===== config.mk =====
export PLATFORM = sky130hd
export DESIGN_NAME = unary_add_seq
export DESIGN_NICKNAME = d
export VERILOG_FILES = /design/src/rtl/unary_add_seq_pkg.sv /design/src/rtl/unary_ser.sv /design/src/rtl/unary_add_seq.sv
export SDC_FILE = /design/constraint.sdc
export NUM_CORES = 1
export LEC_CHECK = 0
export ABC_AREA = 0
export BUFFER_PORTS_ARGS = -buffer_cell sky130_fd_sc_hd__buf_2
export CAP_MARGIN = 10
export CORE_MARGIN = 1.5
export CORE_UTILIZATION = 55
export CTS_CLUSTER_SIZE = 24
export DETAILED_ROUTE_END_ITERATION = 10
export PLACE_DENSITY_LB_ADDON = 0.25
export SYNTH_ARGS = -nofsm -noshare
export SYNTH_HDL_FRONTEND = slang
export SYNTH_SLANG_ARGS = --single-unit

===== constraint.sdc =====
create_clock -name clk -period 2.2 [get_ports clk]
set_input_delay 0.11 -clock clk [delete_from_list [all_inputs] [get_ports clk]]
set_output_delay 0.11 -clock clk [all_outputs]
set_load 0.005 [all_outputs]

===== src/rtl/unary_add_seq_pkg.sv =====
// Shared types and constants for the unary adder operand sequencer.
// Holds the FSM state encoding, default phase lengths, operand/result
// types and the carry threshold used by the optional self-check.
package unary_add_seq_pkg;

    localparam int DIGIT_MAX_DEF = 4;
    localparam int WR_MAX_DEF    = 8;
    localparam int CARRY_THRESH  = 5;

    typedef logic [2:0] operand_t;
    typedef logic [3:0] result_t;

    typedef enum logic [2:0] {
        IDLE,
        READ,
        FLUSH,
        WRITE,
        DONE
    } state_t;

    // Limit an incoming operand to the longest stream the read phase can carry
    function automatic operand_t clamp_digit(input operand_t v, input int max_val);
        return (v > operand_t'(max_val)) ? operand_t'(max_val) : v;
    endfunction

endpackage


===== src/rtl/unary_ser.sv =====
// Operand-to-stream serialiser: turns a binary digit into a front-packed
// unary bit for a given read-phase index (bit is 1 while idx < value).
module unary_ser
    import unary_add_seq_pkg::*;
(
    input  operand_t   val_a,
    input  operand_t   val_b,
    input  logic [2:0] idx,
    output logic       bit_a,
    output logic       bit_b
);

    // Thermometer decode of both operands at the requested stream position
    always_comb begin
        bit_a = (idx < val_a);
        bit_b = (idx < val_b);
    end

endmodule


===== src/rtl/unary_add_seq.sv =====
// Operand sequencer and result collector for the serial unary adder.
// Accepts an operand pair, streams it to the adder in unary form, counts
// the returned dout pulses, captures the carry and hands back the result.
// Optional macro UNARY_SEQ_CHECK_EN adds a sticky self-check on err.
module unary_add_seq
    import unary_add_seq_pkg::*;
#(
    parameter int DIGIT_MAX = DIGIT_MAX_DEF,
    parameter int WR_MAX    = WR_MAX_DEF
) (
    input  logic       clk,
    input  logic       rst_n,
    input  logic       in_valid,
    output logic       in_ready,
    input  logic [2:0] op_a,
    input  logic [2:0] op_b,
    output logic       A,
    output logic       B,
    output logic       en,
    output logic       read_or_write,
    input  logic       dout,
    input  logic       C,
    output logic       out_valid,
    input  logic       out_ready,
    output logic [3:0] res_sum,
    output logic       res_carry,
    output logic       busy,
    output logic       err
);

    localparam logic [2:0] RD_LAST = 3'(DIGIT_MAX - 1);
    localparam logic [3:0] WR_LAST = 4'(WR_MAX - 1);

    state_t     state;
    operand_t   a_lat;
    operand_t   b_lat;
    logic [2:0] rd_idx;
    logic [3:0] wr_idx;
    logic       flush_idx;

    operand_t   ser_a;
    operand_t   ser_b;
    logic [2:0] ser_idx;
    logic       ser_bit_a;
    logic       ser_bit_b;

    result_t    sum_next;
    logic       carry_next;
    logic       wr_exit;

    // Serialiser looks at the fresh clamped operands on accept, otherwise the
    // latched ones one step ahead, so A/B can be registered for the next cycle
    always_comb begin
        ser_a   = a_lat;
        ser_b   = b_lat;
        ser_idx = rd_idx + 3'd1;
        if (state == IDLE) begin
            ser_a   = clamp_digit(op_a, DIGIT_MAX);
            ser_b   = clamp_digit(op_b, DIGIT_MAX);
            ser_idx = 3'd0;
        end
    end

    unary_ser u_ser (
        .val_a (ser_a),
        .val_b (ser_b),
        .idx   (ser_idx),
        .bit_a (ser_bit_a),
        .bit_b (ser_bit_b)
    );

    // Write-phase bookkeeping: saturating pulse count, carry capture, exit test
    always_comb begin
        sum_next   = res_sum;
        carry_next = res_carry;
        if (dout && (res_sum != 4'hF)) begin
            sum_next = res_sum + 4'd1;
        end
        if (wr_idx == 4'd0) begin
            carry_next = res_carry | C;
        end
        wr_exit = ((wr_idx != 4'd0) && !dout) || (wr_idx == WR_LAST);
    end

    // Main sequencer; every output is registered alongside the state change
    always_ff @(posedge clk or negedge rst_n) begin
        if (!rst_n) begin
            state         <= IDLE;
            in_ready      <= 1'b1;
            A             <= 1'b0;
            B             <= 1'b0;
            en            <= 1'b0;
            read_or_write <= 1'b0;
            out_valid     <= 1'b0;
            busy          <= 1'b0;
            res_sum       <= '0;
            res_carry     <= 1'b0;
            a_lat         <= '0;
            b_lat         <= '0;
            rd_idx        <= '0;
            wr_idx        <= '0;
            flush_idx     <= 1'b0;
        end else begin
            case (state)
                IDLE: begin
                    if (in_valid && in_ready) begin
                        a_lat     <= ser_a;
                        b_lat     <= ser_b;
                        res_sum   <= '0;
                        res_carry <= 1'b0;
                        rd_idx    <= '0;
                        in_ready  <= 1'b0;
                        busy      <= 1'b1;
                        en        <= 1'b1;
                        A         <= ser_bit_a;
                        B         <= ser_bit_b;
                        state     <= READ;
                    end
                end
                READ: begin
                    if (rd_idx == RD_LAST) begin
                        A         <= 1'b0;
                        B         <= 1'b0;
                        flush_idx <= 1'b0;
                        state     <= FLUSH;
                    end else begin
                        rd_idx <= rd_idx + 3'd1;
                        A      <= ser_bit_a;
                        B      <= ser_bit_b;
                    end
                end
                FLUSH: begin
                    res_carry <= res_carry | C;
                    if (flush_idx) begin
                        wr_idx        <= '0;
                        read_or_write <= 1'b1;
                        state         <= WRITE;
                    end else begin
                        flush_idx <= 1'b1;
                    end
                end
                WRITE: begin
                    res_sum   <= sum_next;
                    res_carry <= carry_next;
                    if (wr_exit) begin
                        en            <= 1'b0;
                        read_or_write <= 1'b0;
                        out_valid     <= 1'b1;
                        state         <= DONE;
                    end else begin
                        wr_idx <= wr_idx + 4'd1;
                    end
                end
                DONE: begin
                    if (out_ready) begin
                        out_valid <= 1'b0;
                        in_ready  <= 1'b1;
                        busy      <= 1'b0;
                        state     <= IDLE;
                    end
                end
                default: state <= IDLE;
            endcase
        end
    end

`ifdef UNARY_SEQ_CHECK_EN
    localparam logic [3:0] CARRY_LIM = 4'(CARRY_THRESH);
    logic [3:0] exp_total;

    assign exp_total = {1'b0, a_lat} + {1'b0, b_lat};

    // Compare the collected result with the latched operands as DONE is entered
    always_ff @(posedge clk or negedge rst_n) begin
        if (!rst_n) begin
            err <= 1'b0;
        end else if ((state == WRITE) && wr_exit) begin
            if ((sum_next != {1'b0, exp_total[2:0]}) ||
                (carry_next != (exp_total >= CARRY_LIM))) begin
                err <= 1'b1;
            end
        end
    end
`else
    assign err = 1'b0;
`endif

endmodule

-- Word level (Yosys, flattened, before mapping)
Cells that the tools add are included.
- flip-flop bits (word level): 29
- input port bits: 12
- output and inout bits: 13
- word-level logic and storage cells: 108
- $add $sub $neg: 3
- order comparisons: 4
- eq/ne operators: 16
- multiplexer cells: 42
- bitwise operators: 1
- reduce and logical (&&, ||, !) cells: 27
- operator list (cell ; count):
    2-to-1 mux 3 bit ; 12
    AND reduction 3 bit ; 8
    2-to-1 mux 4 bit ; 4
    != test 2 bit, second input constant ; 8
    case mux 1 bit (2 select lines) ; 8
    case mux 4 bit (2 select lines) ; 2
    case mux 3 bit (5 select lines) ; 1
    2-to-1 mux 1 bit ; 13
    nonzero test 2 bit ; 6
    equality test 3 x 2 -> 1 bit, second input constant ; 3
    adder 4 x 1 -> 4 bit, second input constant ; 2
    greater-than comparator 3 bit, second input constant ; 2
    < comparator 3 bit ; 2
    case mux 3 bit (2 select lines) ; 1
    AND reduction 2 bit ; 3
    AND reduction 5 bit ; 1
    equality test 4 x 3 -> 1 bit, second input constant ; 1
    logical NOT 4 bit ; 1
    != test 4 bit, second input constant ; 1
    nonzero test 4 bit ; 1
    adder 3 x 1 -> 3 bit, second input constant ; 1
    equality test 3 x 1 -> 1 bit, second input constant ; 1
    equality test 3 bit, second input constant ; 1
    logical AND 1 bit ; 3
    7 further kinds ; 7

-- Logic depth before layout (Yosys ltp)
Gate-level depths: netlist of the first run.
- word-level depth: 6
- gate-level depth with buffers: 8
- gate-level depth less buffers: 7

-- Cells and area by module
Synthesis of the first run repeated with hierarchy kept, for this count alone.
- cell total of the unflattened synthesis: 179
- area total of the unflattened synthesis: 1672.9 sq um
- by module, submodules not included (module ; instances ; cells each ; area each (sq um) ; sequential area each (sq um)):
    unary_add_seq ; 1 ; 165 ; 1567.8 ; 726.9
    unary_ser ; 1 ; 14 ; 105.1 ; 0.0

-- Least setup slack after synthesis of the first run
Ideal clock, no wire load.
- path type: register -> register
- start point: register state[0]
- end point: register A
- setup time: 96 ps
- arrival: 1787 ps
- required time: 2104 ps
- setup slack: 318 ps
- cell stages (with the launch flop): 9
- buffers on the path: 2
- period minus slack after synthesis: 1882 ps
- path through: dfrtp_1 > buf_6 > or3_4 > buf_6 > mux2i_1 > ha_1 > o31ai_4 > a21oi_1 > o32ai_2
- word-level cells in the longest chain between the ends: 5
- elaborated cells between the ends (all ways): 11
- those cells by class: order compare (1); eq/ne (2); mux (5); reduce/logical (3)
- ends and longest elaborated chain (what ; line ; source):
    start: declaration ; unary_add_seq.sv:34 ; state_t state;
    start signal: assignment ; unary_add_seq.sv:88 ; state <= IDLE;
    start signal: assignment ; unary_add_seq.sv:117 ; state <= READ;
    start signal: assignment ; unary_add_seq.sv:125 ; state <= FLUSH;
    logical NOT 3 bit ; unary_add_seq.sv:57, unary_add_seq.sv:104 ;
    2-to-1 mux 3 bit ; unary_add_seq.sv:57 ; if (state == IDLE) begin
    < comparator 3 bit ; unary_ser.sv:15 ; bit_a = (idx < val_a);
    2-to-1 mux 1 bit, on equally long branches ; unary_add_seq.sv:121, unary_add_seq.sv:106 ;
    case mux 1 bit (2 select lines) ; unary_add_seq.sv:104 ; case (state)
    end signal: assignment ; unary_add_seq.sv:115 ; A <= ser_bit_a;
    end signal: assignment ; unary_add_seq.sv:128 ; A <= ser_bit_a;
    end: declaration ; unary_add_seq.sv:17 ; output logic A,
Parallel ways exist; a longest one is shown, timed or not. The select of a mux whose other input is x is not followed.
A chain may end at the register's enable or synchronous reset.

-- Final worst setup path of the first run
- start point: register wr_idx[0]
- end point: register wr_idx[2]
- word-level cells in the longest chain between the ends: 5
- elaborated cells between the ends (all ways): 9
- those cells by class: add/sub (1); eq/ne (2); mux (2); reduce/logical (4)
- ends and longest elaborated chain (what ; line ; source):
    start: declaration ; unary_add_seq.sv:38 ; logic [3:0] wr_idx;
    start signal: assignment ; unary_add_seq.sv:151 ; wr_idx <= wr_idx + 4'd1;
    branches (longest 5 deep; another with adder 4 x 1 -> 4 bit) ; - ;
Parallel ways; which one is timed is not known. The select of a mux whose other input is x is not followed.

==> results of run 1 <==
critical path, stage by stage (launching register included):
cell	delay, ns
dfrtp_1	0.43
inv_1	0.09
ha_1	0.14
nor2b_1	0.16
nor2_1	0.15
or4b_1	0.57
a221oi_2	0.30
power by group:
| part | total (uW) | switching, uW | internal, uW |
|---|---|---|---|
| Clock | 339 | 182 | 157 |
| Sequential | 883 | 158 | 725 |
| Combinational | 1070 | 592 | 480 |
worst max-delay path by stage:
stage / startpoint / end
6_report: wr_idx[0]$_DFFE_PN0P_ / wr_idx[2]$_DFFE_PN0P_
3_5_place_dp: wr_idx[0]$_DFFE_PN0P_ / wr_idx[2]$_DFFE_PN0P_
5_1_grt: wr_idx[1]$_DFFE_PN0P_ / en$_DFFE_PN0P_
4_1_cts: wr_idx[0]$_DFFE_PN0P_ / wr_idx[2]$_DFFE_PN0P_
3_3_place_gp: wr_idx[0]$_DFFE_PN0P_ / wr_idx[2]$_DFFE_PN0P_
2_1_floorplan: state[0]$_DFFE_PN0P_ / A$_DFFE_PN0P_
through the flow:
| step | setup WS, ns | std cells | hold slack (ns) | power (uW) |
|---|---|---|---|---|
| final | 0.2521 | 229 | 0.01869 | 2294 |
| after global routing | 0.05110 | 229 | 0.01573 | 2483 |
| after CTS | 0.2576 | 229 | 0.008914 | 2304 |
| after detailed placement | 0.2661 | 220 | 0.1709 | 1961 |
| after global placement | 0.3438 | 220 | 0.1662 | 1897 |
| after floorplan | 0.3179 | 170 | -0.1856 | 1690 |
sequential cells by signal (all words and copies together), names as in the netlist, 3 cells and up:
signal and flops:
a_lat 3, wr_idx 4, b_lat 3, state 3
rd_idx 3, res_sum 4
final cells by class:
class,instances,area (sq um)
repair buffers,28,155.1
fillers,241,952.2
well taps,31,38.79
flip-flops and latches,29,726.9
clock buffers,8,58.81
inverters,11,41.29
multi-input cells,122,832.0
layout by cell type, fill, tap and decap left out, types with 3 or more instances in the layout:
cell and instances:
a22o_1 5, a21oi_1 9, buf_4 4, nand2_1 20
inv_1 11, buf_2 23, nor2_1 11, o21ai_0 11
ha_1 7, nand3_1 8, nand2b_1 3, nor2b_1 3
clkbuf_4 5, dfrtp_1 28
synthesized netlist by cell type, types with 5 or more instances:
| cell type | count | area, sq um |
|---|---|---|
| nand2_1 | 20 | 75.07 |
| o21ai_0 | 11 | 55.05 |
| ha_1 | 7 | 87.58 |
| dfrtp_1 | 28 | 700.7 |
| inv_1 | 11 | 41.29 |
| nor2_1 | 11 | 41.29 |
| a22o_1 | 5 | 43.79 |
| a21oi_1 | 9 | 45.04 |
| nand3_1 | 8 | 40.04 |
layer usage:
metal  vias up  GRT usage  part of all wire
li1        661          -                 -
met1       660     0.2897              0.44
met2        47     0.3912              0.49
met3         7    0.07366             0.060
met4         0     0.1096             0.018
met5         -          0                 0
cell families (layout without fill, tap and decap cells):
logic type,Yosys count,in the layout,share of synthesized area
xor gates and xnor gates,1,1,0.005284
and+or+nand+nor,64,64,0.2098
muxes,4,4,0.02566
buffers and inverters,19,47,0.05962
DFF,29,29,0.4385
AOI/OAI and AO/OA,43,43,0.1940
other,1,1,0.002262
adders and majority gates,9,9,0.06490
==> impl_metrics.env, run 1 <==
export IMPL_gp_congestion=0.8527
export IMPL_yosysWarnings=0
export IMPL_ant_nets=0
export IMPL_synth_edf_count=0
export IMPL_syn_avg_cell_area_sq_um=9.752
export IMPL_timing_rr_end="wr_idx[2]$_DFFE_PN0P_"
export IMPL_placementRows=19
export IMPL_worstMarginPinSlew_ns=0.6472
export IMPL_htree_num_levels=2
export IMPL_via_count=1375
export IMPL_io_pins=25
export IMPL_root_buffer="clkbuf_4"
export IMPL_drive_gt1_frac=0.2222
export IMPL_initial_core_util=0.5910
export IMPL_startpoint_type="register"
export IMPL_overflow=0
export IMPL_synth_main_ff_cell="dfrtp_1"
export IMPL_hold_buffers=1
export IMPL_ys_ff_latch=29
export IMPL_fmax_ghz=0.5134
export IMPL_cts_tree="built"
export IMPL_end_kind="register"
export IMPL_fin_crit_ns=1.948
export IMPL_die_area_sq_um=3352
export IMPL_crit_arrival_ns=2.18
export IMPL_finalSetupTns_ns=0
export IMPL_synth_distinct_cells=48
export IMPL_stdcell_area_sq_um=1853
export IMPL_die_x_microns=57.90
export IMPL_drc=2
export IMPL_rsz0062_at_grt="false"
export IMPL_fin_worst_skew_ns=0.009501
export IMPL_first_iter_violations=56
export IMPL_cts_buffers=5
export IMPL_hp_start="op_b[0]"
export IMPL_antenna_found_initial=0
export IMPL_wl_per_cell_microns=15.17
export IMPL_dpl_cell_area_sq_um=1784
export IMPL_critPathKind="reg -> reg"
export IMPL_grt_usage=0.2392
export IMPL_vias_per_cell=6.004
export IMPL_async_reset_ff_frac=1.000
export IMPL_areaGrowthSynthToFinish_pct=11.77
export IMPL_drt_first_pass_iters=7
export IMPL_hold_depth=2
export IMPL_syn_inst=170
export IMPL_violations="DRC"
export IMPL_hold_end="b_lat[0]$_DFFE_PN0P_"
export IMPL_hold_viol_final=0
export IMPL_clockBufferDepth=2
export IMPL_slew_headroom=0.5685
export IMPL_rr_startpoint="wr_idx[0]$_DFFE_PN0P_"
export IMPL_clk_latency_ns=0.33
export IMPL_critPathMaxFanout=10
export IMPL_cts_setup_buffers=0
export IMPL_wirelength_microns=3474
export IMPL_syn_nets=189
export IMPL_syn_area_sq_um=1658
export IMPL_grt_max_degree=30
export IMPL_report_final_slew_viol_count=0
export IMPL_hpwl_microns=2558
export IMPL_insertedDiodeCount=0
export IMPL_nets=216
export IMPL_power_leakage_uw=0.0008938
export IMPL_powerDensity_nw_per_um2=1238
export IMPL_core_sq_um=2805
export IMPL_fin_util=0.6606
export IMPL_ir_drop_uv=711.2
export IMPL_hold_path_class="in -> reg"
export IMPL_cts_resized=0
export IMPL_fin_crit_sh=0.8854
export IMPL_crit_required_ns=2.43
export IMPL_setup_violations=0
export IMPL_port_buffer_count=23
export IMPL_grt_pass1_wl_microns=5968
export IMPL_synth_seq_area_share=0.4385
export IMPL_reg2regPathDepth=6
export IMPL_cts_sinks=29
export IMPL_die_h_microns=57.90
export IMPL_path_clk_slew_ns=0.09
export IMPL_outcome="finished, violations left"
export IMPL_grt_pass1_vias=1362
export IMPL_cap_violations=0
export IMPL_reg2reg_setup_slack_ns=0.25
No activity file was read; power rests on OpenSTA's default activity.
==> run 2: changes to the inputs <==
--- a/config.mk
+++ b/config.mk
@@ -13,6 +13,7 @@
 export CTS_CLUSTER_SIZE = 24
 export DETAILED_ROUTE_END_ITERATION = 10
 export PLACE_DENSITY_LB_ADDON = 0.25
+export REMOVE_ABC_BUFFERS = 1
 export SYNTH_ARGS = -nofsm -noshare
 export SYNTH_HDL_FRONTEND = slang
 export SYNTH_SLANG_ARGS = --single-unit
==> run 2 against run 1 <==
Effect of this change: the flow now finishes without violations; wire length grew 3.9%; sequential cell count did not move; non-clock buffer count unchanged; power up 6.6%; critical path type unchanged; critical endpoint unchanged; largest cell class unchanged; largest power group unchanged.
==> impl_metrics.env, run 2 (synthesis results as in run 1) <==
export IMPL_outcome="complete, no violations"
export IMPL_slowest_delay_ns=0.59
export IMPL_drt_first_pass_iters=6
export IMPL_rsz0062_at_grt="false"
export IMPL_htree_num_levels=2
export IMPL_cap_violations=0
export IMPL_cp_cell_sequence="inv_1, ha_1, nor2b_1, nor2_1, or4b_1, a221oi_2"
export IMPL_fin_worst_skew_ns=0.009358
export IMPL_nets=216
export IMPL_cts_sinks=29
export IMPL_cts_resized=0
export IMPL_startpoint_type="register"
export IMPL_dpl_cell_area_sq_um=1777
export IMPL_fin_crit_ns=2.004
export IMPL_reg2reg_setup_slack_ns=0.20
export IMPL_initial_core_util=0.5910
export IMPL_drc=0
export IMPL_crit_start="wr_idx[0]$_DFFE_PN0P_"
export IMPL_areaGrowthSynthToFinish_pct=13.74
export IMPL_first_iter_violations=80
export IMPL_final_cell_mix="28 x dfrtp_1, 23 x buf_2, 20 x nand2_1"
export IMPL_die_h_microns=57.90
export IMPL_hp_start="op_b[1]"
export IMPL_insertedDiodeCount=0
export IMPL_fmax_ghz=0.4991
export IMPL_ant_nets=0
export IMPL_ir_drop_uv=718.3
export IMPL_grt_usage=0.2407
export IMPL_wl_per_cell_microns=15.76
export IMPL_grt_max_degree=30
export IMPL_nFillCells=243
export IMPL_crit_arrival_ns=2.25
export IMPL_end_kind="register"
export IMPL_port_buffer_count=23
export IMPL_hold_path_class="in -> reg"
export IMPL_grt_pass1_wl_microns=6058
export IMPL_via_count=1359
export IMPL_fin_crit_sh=0.9107
export IMPL_finalSetupTns_ns=0
export IMPL_grt_pass1_vias=1376
export IMPL_gp_congestion=0.8312
export IMPL_rr_startpoint="wr_idx[0]$_DFFE_PN0P_"
export IMPL_setup_ws_ns=0.1964
export IMPL_stdcell_area_sq_um=1886
export IMPL_dp_slack_ns=0.2330
export IMPL_die_x_microns=57.90
export IMPL_placementRows=19
export IMPL_die_area_sq_um=3352
export IMPL_critPathMaxFanout=10
export IMPL_crit_required_ns=2.44
export IMPL_setup_violations=0
export IMPL_hold_viol_final=0
export IMPL_clk_latency_ns=0.33
export IMPL_final_common_cell="dfrtp_1"
export IMPL_powerDensity_nw_per_um2=1297
export IMPL_root_buffer="clkbuf_4"
export IMPL_wirelength_microns=3609
export IMPL_report_final_slew_viol_count=0
export IMPL_hpwl_microns=2619
export IMPL_io_pins=25
export IMPL_finalPower_uw=2446
export IMPL_path_buf_inv=1
export IMPL_core_sq_um=2805
export IMPL_vias_per_cell=5.934
export IMPL_cp_top_family="simple AND/OR/NAND/NOR gates"
export IMPL_power_leakage_uw=0.0009057
export IMPL_cts_tree="built"
export IMPL_antenna_found_initial=0
export IMPL_reg_top3="res_sum (4), wr_idx (4)"
export IMPL_critPathKind="reg -> reg"
export IMPL_cts_buffers=5
export IMPL_slew_headroom=0.5492
export IMPL_worstMarginPinSlew_ns=0.6763
export IMPL_holdWs_ns=0.01709
export IMPL_path_clk_slew_ns=0.10
export IMPL_crit_slowest_cell="or4b_1"
export IMPL_drive_gt1_frac=0.2273
export IMPL_overflow=0
export IMPL_clockBufferDepth=2
[run 2: what timing repair did]
item,in CTS,in global routing
buffers inserted,0,0
hold endpoints to repair,29,0
hold buffers,2,0
[run 2: final timing paths]
check                                        end  cells past startpoint
hold / removal              b_lat[1]$_DFFE_PN0P_                      2
hold reg to reg             a_lat[2]$_DFFE_PN0P_                      2
setup / recovery           wr_idx[2]$_DFFE_PN0P_                      6
min in group asynchronous   b_lat[0]$_DFFE_PN0P_                      2
setup reg to reg           wr_idx[2]$_DFFE_PN0P_                      6
max in group asynchronous  wr_idx[0]$_DFFE_PN0P_                      2
[run 2: per-stage QoR]
stage,util,std cells
3_5_place_dp,0.6334,219
2_1_floorplan,-,162
6_report,0.6722,229
4_1_cts,0.6722,229
3_3_place_gp,0.6334,219
5_1_grt,0.6722,229
[run 2: per-layer routing]
| layer | vias up | share of wire | global-route usage | wire length [microns] |
|---|---|---|---|---|
| met5 | - | 0 | 0 | 0 |
| met4 | 0 | 0.024 | 0.08306 | 87 |
| met3 | 11 | 0.044 | 0.07366 | 157 |
| met2 | 42 | 0.52 | 0.4237 | 1871 |
| met1 | 645 | 0.41 | 0.2764 | 1493 |
| li1 | 661 | - | - | - |
[run 2: power breakdown]
group / internal, uW / switching (uW) / leakage, uW
clock network: 270 / 195 / 0.0000445
logic: 484 / 602 / 0.000494
registers: 725 / 170 / 0.000367
total: 1480 / 967 / 0.000906
[run 2: layout make-up]
cell class / count / area [sq um] / area share
tap: 31 / 38.79 / 0.02057
timing repair buffer: 28 / 157.7 / 0.08361
sequential: 29 / 726.9 / 0.3855
inverter: 11 / 41.29 / 0.02190
clock buffer: 6 / 51.30 / 0.02721
multi-input combinational: 122 / 832.0 / 0.4413
clock inverter: 2 / 37.54 / 0.01991
